**config.mk**
```make
export PLATFORM = sky130hd
export DESIGN_NAME = muldiv_unit_flat
export DESIGN_NICKNAME = d
export VERILOG_FILES = /design/src/rtl/muldiv_if.sv /design/src/rtl/muldiv_unit.sv /design/src/flat_wrapper.sv
export SDC_FILE = /design/constraint.sdc
export NUM_CORES = 1
export LEC_CHECK = 0
export ABC_CLOCK_PERIOD_IN_PS = 4700
export BUFFER_PORTS_ARGS = -buffer_cell sky130_fd_sc_hd__buf_2
export CORE_MARGIN = 2
export CORE_UTILIZATION = 55
export CTS_CLUSTER_DIAMETER = 150
export CTS_CLUSTER_SIZE = 10
export DETAILED_ROUTE_END_ITERATION = 8
export HOLD_SLACK_MARGIN = 0.12
export MAX_ROUTING_LAYER = met4
export PLACE_DENSITY_LB_ADDON = 0.08
export SYNTH_ARGS = -nofsm -noshare
export SYNTH_HDL_FRONTEND = slang
export SYNTH_SLANG_ARGS = --single-unit
```
**constraint.sdc**
```tcl
create_clock -name clk -period 4.7 [get_ports clk]
set_clock_uncertainty 0.05 [all_clocks]
set_input_delay 0.94 -clock clk [delete_from_list [all_inputs] [get_ports clk]]
set_output_delay 0.94 -clock clk [all_outputs]
set_load 0.02 [all_outputs]
```
**src/rtl/muldiv_if.sv**
```systemverilog
// muldiv_if: request/response bundle between the pipeline and the multiply/divide unit
interface muldiv_if #(parameter int WIDTH = 32);
  logic             start;
  logic [2:0]       ALUOp;
  logic [5:0]       func;
  logic [WIDTH-1:0] a;
  logic [WIDTH-1:0] b;
  logic             busy;
  logic             done;
  logic             illegal;
  logic [WIDTH-1:0] result;
  logic [WIDTH-1:0] hi;
  logic [WIDTH-1:0] lo;
  modport master (output start, ALUOp, func, a, b, input busy, done, illegal, result, hi, lo);
  modport slave (input start, ALUOp, func, a, b, output busy, done, illegal, result, hi, lo);
endinterface

```
**src/rtl/muldiv_unit.sv**
```systemverilog
// muldiv_unit: iterative MIPS HI/LO multiply/divide unit with MFHI/MFLO/MTHI/MTLO
module muldiv_unit #(parameter int WIDTH = 32) (
  input logic clk,
  input logic rst,
  muldiv_if.slave bus
);
  localparam int CW = $clog2(WIDTH + 1);
  typedef enum logic [1:0] {IDLE, RUN, FIX} state_t;
  state_t state;
  logic [CW-1:0] cnt;
  logic is_div, neg_q, neg_r, zero_div;
  logic [WIDTH-1:0] mc, p_hi, p_lo;
  logic r_type, op_mfhi, op_mthi, op_mflo, op_mtlo, op_mult, op_multu, op_div, op_divu;
  logic op_long, legal, sa, sb;
  logic [WIDTH-1:0] abs_a, abs_b, q_fix, r_fix;
  logic [WIDTH:0] msum, dshift, dtrial;
  logic [2*WIDTH-1:0] mshift, prod_fix;
  always_comb begin
    r_type   = bus.ALUOp == 3'b010;
    op_mfhi  = r_type && bus.func == 6'b010000;
    op_mthi  = r_type && bus.func == 6'b010001;
    op_mflo  = r_type && bus.func == 6'b010010;
    op_mtlo  = r_type && bus.func == 6'b010011;
    op_mult  = r_type && bus.func == 6'b011000;
    op_multu = r_type && bus.func == 6'b011001;
    op_div   = r_type && bus.func == 6'b011010;
    op_divu  = r_type && bus.func == 6'b011011;
    op_long  = op_mult | op_multu | op_div | op_divu;
    legal    = op_long | op_mfhi | op_mthi | op_mflo | op_mtlo;
    sa       = (op_mult | op_div) & bus.a[WIDTH-1];
    sb       = (op_mult | op_div) & bus.b[WIDTH-1];
    abs_a    = sa ? -bus.a : bus.a;
    abs_b    = sb ? -bus.b : bus.b;
    // multiply: p_lo holds the multiplier, shifted out LSB first while the product grows in from the top
    msum     = {1'b0, p_hi} + (p_lo[0] ? {1'b0, mc} : '0);
    mshift   = {msum, p_lo[WIDTH-1:1]};
    // divide: p_hi is the partial remainder, p_lo shifts dividend bits out and quotient bits in
    dshift   = {p_hi, p_lo[WIDTH-1]};
    dtrial   = dshift - {1'b0, mc};
    prod_fix = neg_q ? -{p_hi, p_lo} : {p_hi, p_lo};
    q_fix    = zero_div ? '1 : neg_q ? -p_lo : p_lo;
    r_fix    = neg_r ? -p_hi : p_hi;
  end
  always_ff @(posedge clk) begin
    if (rst) begin
      state       <= IDLE;
      cnt         <= '0;
      is_div      <= 1'b0;
      neg_q       <= 1'b0;
      neg_r       <= 1'b0;
      zero_div    <= 1'b0;
      mc          <= '0;
      p_hi        <= '0;
      p_lo        <= '0;
      bus.busy    <= 1'b0;
      bus.done    <= 1'b0;
      bus.illegal <= 1'b0;
      bus.result  <= '0;
      bus.hi      <= '0;
      bus.lo      <= '0;
    end else begin
      bus.done    <= 1'b0;
      bus.illegal <= 1'b0;
      case (state)
        IDLE: if (bus.start) begin
          if (!legal) bus.illegal <= 1'b1;
          else if (op_long) begin
            state    <= RUN;
            bus.busy <= 1'b1;
            cnt      <= CW'(WIDTH);
            is_div   <= op_div | op_divu;
            neg_q    <= sa ^ sb;
            neg_r    <= sa;
            zero_div <= bus.b == '0;
            mc       <= abs_b;
            p_hi     <= '0;
            p_lo     <= abs_a;
          end else begin
            bus.done <= 1'b1;
            if (op_mthi) bus.hi <= bus.a;
            if (op_mtlo) bus.lo <= bus.a;
            if (op_mfhi) bus.result <= bus.hi;
            if (op_mflo) bus.result <= bus.lo;
          end
        end
        RUN: begin
          if (is_div) begin
            p_hi <= dtrial[WIDTH] ? dshift[WIDTH-1:0] : dtrial[WIDTH-1:0];
            p_lo <= {p_lo[WIDTH-2:0], ~dtrial[WIDTH]};
          end else {p_hi, p_lo} <= mshift;
          cnt <= cnt - 1'b1;
          if (cnt == CW'(1)) state <= FIX;
        end
        FIX: begin
          bus.hi   <= is_div ? r_fix : prod_fix[2*WIDTH-1:WIDTH];
          bus.lo   <= is_div ? q_fix : prod_fix[WIDTH-1:0];
          bus.done <= 1'b1;
          bus.busy <= 1'b0;
          state    <= IDLE;
        end
        default: state <= IDLE;
      endcase
    end
  end
endmodule

```
**src/flat_wrapper.sv**
```systemverilog
// flat-port wrapper written by rule: the top's interface ports become plain ports
module muldiv_unit_flat 
#(parameter int WIDTH = 32)
  (clk, rst, bus_start, bus_ALUOp, bus_func, bus_a, bus_b, bus_busy, bus_done, bus_illegal, bus_result, bus_hi, bus_lo);
  muldiv_if #(.WIDTH(WIDTH)) bus_i ();
  input logic clk;
  input logic rst;
  input wire logic [$bits(bus_i.start)-1:0] bus_start;
  input wire logic [$bits(bus_i.ALUOp)-1:0] bus_ALUOp;
  input wire logic [$bits(bus_i.func)-1:0] bus_func;
  input wire logic [$bits(bus_i.a)-1:0] bus_a;
  input wire logic [$bits(bus_i.b)-1:0] bus_b;
  output wire logic [$bits(bus_i.busy)-1:0] bus_busy;
  output wire logic [$bits(bus_i.done)-1:0] bus_done;
  output wire logic [$bits(bus_i.illegal)-1:0] bus_illegal;
  output wire logic [$bits(bus_i.result)-1:0] bus_result;
  output wire logic [$bits(bus_i.hi)-1:0] bus_hi;
  output wire logic [$bits(bus_i.lo)-1:0] bus_lo;
  assign bus_i.start = bus_start;
  assign bus_i.ALUOp = bus_ALUOp;
  assign bus_i.func = bus_func;
  assign bus_i.a = bus_a;
  assign bus_i.b = bus_b;
  assign bus_busy = bus_i.busy;
  assign bus_done = bus_i.done;
  assign bus_illegal = bus_i.illegal;
  assign bus_result = bus_i.result;
  assign bus_hi = bus_i.hi;
  assign bus_lo = bus_i.lo;
  muldiv_unit #(.WIDTH(WIDTH)) u_core (.clk(clk), .rst(rst), .bus(bus_i));
endmodule
```
# Word level (Yosys, flattened, before mapping)
# Cells that the tools add are included.
classes:
  addsub: 8
  n_eq_ne: 19
  mux: 50
  bitwise: 16
  n_reduce_logical: 21
op_table:
  columns: ["operator", "n"]
  rows:
  - ["two-way mux 32 bit", 27]
  - ["one-hot mux 32 bit (2 select lines)", 4]
  - ["negator 32 bit", 4]
  - ["two-way mux 64 bit", 1]
  - ["negator 64 bit", 1]
  - ["== test 6 x 5 -> 1 bit, second input constant", 8]
  - ["adder 32 x 33 -> 33 bit", 1]
  - ["subtractor 33 x 32 -> 33 bit", 1]
  - ["logical NOT 32 bit", 1]
  - ["two-way mux 6 bit", 3]
  - ["AND reduction 4 bit", 4]
  - ["AND reduction 5 bit", 3]
  - ["one-hot mux 6 bit (2 select lines)", 1]
  - ["!= test 2 x 1 -> 1 bit, second input constant", 5]
  - ["OR 1 bit", 9]
  - ["logical AND 1 bit", 8]
  - ["two-way mux 2 bit", 4]
  - ["two-way mux 1 bit", 7]
  - ["== test 6 x 1 -> 1 bit, second input constant", 1]
  - ["nonzero test 2 bit", 3]
  - ["subtractor 6 x 1 -> 6 bit, second input constant", 1]
  - ["!= test 2 bit, second input constant", 2]
  - ["NOT 1 bit", 4]
  - ["one-hot mux 1 bit (2 select lines)", 2]
  - ["other kinds (8)", 9]
word_totals:
  reg_bits: 207
  output_inout_bits: 99
  word_cells: 129

# Depth between registers and ports, before layout
logic_depth:
  depth_word: 12
  mapped_depth: 16

# Worst setup path before layout
# Ideal clock, no wire load.
synth_path:
  path_kind: "input port to flip-flop"
  startpoint: "input port bus_b[12]"
  endpoint: "register u_core.mc[30]"
  arrival_ns: 3.516
  slack_ns: 1.048
  stages: 9
  n_path_buf: 0
  cell_sequence: "or4_1 > or2_4 > or4_4 > nor3b_2 > nand2_1 > or4_4 > o41ai_4 > xor2_1 > a211oi_1"
synth_between:
  elab_chain_len: 2
synth_lines:
  columns: ["element", "line_no", "source"]
  rows:
  - ["start, declared", "flat_wrapper.sv:12", "input wire logic [$bits(bus_i.b)-1:0] bus_b;"]
  - ["negator 32 bit", "muldiv_unit.sv:33", "abs_b = sb ? -bus.b : bus.b;"]
  - ["two-way mux 32 bit", "muldiv_unit.sv:33", null]
  - ["end signal, assigned", "muldiv_unit.sv:75", "mc <= abs_b;"]
  - ["end, declared", "muldiv_unit.sv:12", "logic [WIDTH-1:0] mc, p_hi, p_lo;"]
# Every way passes these cells.
# A chain may end at the register's enable or synchronous reset.

# Worst setup path after layout
layout_path:
  startpoint: "register u_core.p_hi[0]"
  endpoint: "register u_core.p_hi[1]"
layout_between:
  elab_chain_len: 4
  elab_cells_between_ends: 5
  classes_between: "2 x add/sub; 3 x mux"
layout_lines:
  columns: ["element", "line_no", "source"]
  rows:
  - ["start, declared", "muldiv_unit.sv:12", null]
  - ["start signal, assigned", "muldiv_unit.sv:88", "p_hi <= dtrial[WIDTH] ? dshift[WIDTH-1:0] : dtrial[WIDTH-1:0];"]
  - ["start signal, assigned", "muldiv_unit.sv:90", "end else {p_hi, p_lo} <= mshift;"]
  - ["subtractor 33 x 32 -> 33 bit", "muldiv_unit.sv:39", "dtrial = dshift - {1'b0, mc};"]
  - ["two-way mux 32 bit", "muldiv_unit.sv:88", null]
  - ["two-way mux 32 bit *", "muldiv_unit.sv:87", "if (is_div) begin"]
  - ["one-hot mux 32 bit (2 select lines) *", "muldiv_unit.sv:64", "case (state)"]
# Mark *: on every way between the ends. The rest lies on a longest branch, timed or not.

==> results by stage <==
Placed design:
- Routability-driven placement finished with a final weighted congestion of 0.984.
- The count of buffers from port buffering is 174.
- Counting tap cells, the placed design contains a total of 2401 instances.
- The detailed placement HPWL is 38300 um.

Yosys:
- For this run, the register share of the synthesized area comes to 27.2%.
- The gate count of the mapped netlist is 1999.
- The synthesis warning total is 0.
- The cell area after synthesis is 0.0152 mm^2.
- Yosys mapped the design onto 78 distinct sky130hd cell types.
- The net count after synthesis is 2147.
- By instance count, the leading cell after synthesis is sky130_fd_sc_hd__nor2_1.
- Counting flops with a built-in enable in the synthesized netlist gives 0.
- In the post-synthesis netlist, the biggest area contributors are sky130_fd_sc_hd__dfxtp_1 (27%), sky130_fd_sc_hd__nor2_1 (6.6%), sky130_fd_sc_hd__a211oi_1 (6.6%).
- The largest area contributor in the synthesized netlist is sky130_fd_sc_hd__dfxtp_1.
- The per-instance average area after synthesis is 7.61 um^2.
- In the synthesized netlist the dominant register cell turns out to be sky130_fd_sc_hd__dfxtp_1.
- The top cell type by area accounts for 27.2% of the synthesized area.
- The number of flip-flops and latches in the synthesized netlist is 207.
- In the synthesized netlist the async set-or-reset flop fraction comes to 0%.
- By count the netlist is led by sky130_fd_sc_hd__nor2_1 (269), sky130_fd_sc_hd__dfxtp_1 (207), sky130_fd_sc_hd__a21oi_1 (178), sky130_fd_sc_hd__nand2_1 (155), sky130_fd_sc_hd__a211oi_1 (133).

Floorplan:
- 175 I/O pins were placed.
- The die covers 0.0290 mm^2.
- The floorplan die height is 170 um.
- For this configuration, the core starts out at a cell density of 56.3%.
- After floorplanning, the core was sized to cover 0.0270 mm^2.
- The initialized floorplan defines 60 standard-cell rows.
- The floorplan die width is 170 um.

STA:
- Based on the critical path, the design can be clocked at up to 243 MHz.
- The number of max-slew violations in the final report was 0.
- Setup violations remaining at the end of the flow were counted as 0.
- For the pin with the worst max-slew slack, the measured transition is 0.940 ns.
- Dividing the final minimum period by the clock period gives 87.4%.
- The number of hold-slack violations in the final timing report came to 0.
- The accumulated negative setup slack is 0 ns.
- In this run the tightest slew margin relative to its limit is 37.1%.
- Setup repair after global routing left no endpoint under its margin.
- The final period demand of the worst path is 4.11 ns.

Global routing:
- Global routing used 5.70% of the available met3 tracks.
- The pin count of the biggest net entering global routing is 83.
- The via count of the first global-routing pass is 14250.
- The global-route met2 utilization is 57.0%.
- The number of antenna violations at the first check in global routing is 0.
- The total overflow reported by the global router is 0.
- The first global-routing pass estimated 79100 um of wire.
- The routing usage on met1 is 43.9%.
- The overall routing resource usage is 35.5%.
- met2 is the most crowded layer.

Routing:
- The first detailed-routing pass took 6 iterations.
- After detailed routing, the number of vias per cell comes to 6.41.
- After the first detailed-routing iteration, the DRC count stood at 1558.
- In this run the remaining antenna-violating nets after routing total 0.
- The final layout contains routed wiring with a total length of 51400 um.
- Across all layers, the routed design uses 15551 vias.
- For this run, design rule violations remaining after detail routing come to 0.
- Dividing the detail-routed wire length by the instance count gives 21.2 um.

Pwr:
- The total power divided by cell area is 225 mW/mm^2.
- The worst-case IR drop observed on VDD is 0.231 mV.
- The analysis attributes to cell leakage a power of 6.66 nW.

Clocking:
- The clock passes through at most 3 buffers.
- The H-tree level count is 1.
- For this design, the sink count on the clock tree is 207.
- TritonCTS created 24 clock buffers.
- Buffers added to address setup during post-CTS repair amount to 0.
- After clock tree synthesis, the clock-pin slew on the worst setup and hold paths is 0.07 ns.
- The post-cts repair resize count is 0.
- The number of hold-repair buffers added at the cts stage is 0.
- The TritonCTS clock tree is done.
- The insertion delay to the later sink of the worst-skew pair is 0.53 ns.
- The root buffer cell chosen for the clock tree is sky130_fd_sc_hd__clkbuf_16.

Final layout:
- At the end of the flow, the number of nets in the layout was 2234.
- The repair_antennas step left the layout with diodes totalling 0.
- The number of non-filler instances in the completed layout is 2427.
- In the final layout, the share of cells above drive strength 1 is 12.6%.
- The layout overhead on the synthesized area is 10.8%.

Setup path:
- The data arrival time at the worst-slack endpoint is 4.52 ns.
- The startpoint type of the worst setup path is a flop.
- The worst endpoint required time is 5.12 ns.
- The largest fanout on the critical path is 54.
- The kind of capture point of the worst setup path is a flop.
- The critical path in this run is classified as flop to flop.

Outcome:
- The run finished with clean final reports.

Job:
- The tool flagged a number of max-cap violations equal to 0.

Min path:
- The class of the most critical hold timing path is flop to flop.
## logic make-up after synthesis
kind of cell	after synthesis	share of synthesized area [%]
XOR/XNOR	170	9.79
adder cells (fa/ha/maj)	72	6.02
flip-flops	207	27.2
AND/OR/NAND/NOR	644	19.9
AO/OA/AOI/OAI	665	28.9
multiplexers	51	3.38
buffers and inverters	190	4.79
## power by group
group | switching [mW] | internal [mW]
sequential | 0.00570 | 1.76
clock | 0.721 | 0.929
combinational | 0.248 | 0.123
## layer usage
metal / wire length [um] / part of all wire, % / up-vias
li1: - / - / 7442
met1: 21300 / 41 / 7246
met2: 23700 / 46 / 716
met3: 3970 / 7.7 / 147
met4: 2490 / 4.8 / 0
met5: 0 / 0 / -
## area by class of cell
class / instances / area, um^2
Clock buffer: 25 / 626
Clock inverter: 1 / 5.00
Fill cell: 2469 / 10200
Inverter: 53 / 199
Multi-Input combinational cell: 1602 / 10400
Sequential cell: 207 / 4150
Tap cell: 341 / 427
Timing Repair Buffer: 198 / 1070
## placed cells by master (no fill, tap or decap), drive strengths merged, types with 17 or more instances in the layout
cell type / Yosys / layout
nor2: 269 / 269
dfxtp: 207 / 207
buf: 19 / 198
a21oi: 178 / 178
nand2: 155 / 155
a211oi: 133 / 133
o21ai: 125 / 125
xor2: 95 / 95
xnor2: 75 / 75
ha: 70 / 70
inv: 53 / 53
mux2i: 48 / 48
nor2b: 37 / 37
nor3: 36 / 36
a21o: 33 / 33
o31ai: 28 / 28
clkbuf: 118 / 25
o221ai: 24 / 24
a22oi: 20 / 20
or3: 19 / 19
nand2b: 19 / 19
or4: 19 / 19
nand3: 18 / 18
nor4: 17 / 17
## worst max-delay path, cell delays in order (launching register included)
cell                       delay, ns
sky130_fd_sc_hd__dfxtp_1        0.49
sky130_fd_sc_hd__inv_1          0.17
sky130_fd_sc_hd__fa_1           0.47
sky130_fd_sc_hd__nand2b_1       0.21
sky130_fd_sc_hd__a21oi_1        0.22
sky130_fd_sc_hd__o21ai_0        0.23
sky130_fd_sc_hd__o21ai_1        0.47
sky130_fd_sc_hd__a21o_1         0.19
sky130_fd_sc_hd__o21ai_0        0.07
sky130_fd_sc_hd__nand4_1        0.09
sky130_fd_sc_hd__buf_4          0.52
sky130_fd_sc_hd__mux2_2         0.41
sky130_fd_sc_hd__a211o_1        0.29
sky130_fd_sc_hd__a21oi_1        0.13
## state kept, by name, indices dropped and copies added, names as in the netlist
name and flops:
u_core.is_div 1, u_core.bus.lo 32, u_core.bus.result 32, u_core.mc 32, u_core.bus.busy 1, u_core.neg_q 1, u_core.p_lo 32, u_core.state 2
u_core.p_hi 32, u_core.cnt 6, u_core.zero_div 1, u_core.bus.hi 32, u_core.neg_r 1, u_core.bus.illegal 1, u_core.bus.done 1
## worst paths after layout
kind	startpoint	endpoint	slack, ns	cells past startpoint
worst max-delay path	u_core.p_hi[0]$_SDFFE_PP0P_	u_core.p_hi[1]$_SDFFE_PP0P_	0.59	13
worst min-delay path	u_core.mc[17]$_SDFFE_PP0P_	u_core.mc[17]$_SDFFE_PP0P_	0.40	2
worst max register to register	u_core.p_hi[0]$_SDFFE_PP0P_	u_core.p_hi[1]$_SDFFE_PP0P_	0.59	13
worst min register to register	u_core.mc[17]$_SDFFE_PP0P_	u_core.mc[17]$_SDFFE_PP0P_	0.40	2
## per-stage QoR
step           hold WS, ns  cell area, um^2  util [%]  total power [mW]  worst slack [ns]
6_report             0.400            16800      62.3              3.79             0.592
5_1_grt              0.440            16800      62.3              3.89             0.215
3_3_place_gp         0.393            16200      60.0              2.16             0.744
3_5_place_dp         0.400            16200      60.0              2.16             0.690
2_1_floorplan        0.382            15200         -              2.02              1.05
4_1_cts              0.404            16800      62.3              3.79             0.659
(Power assumes the default switching activity.)
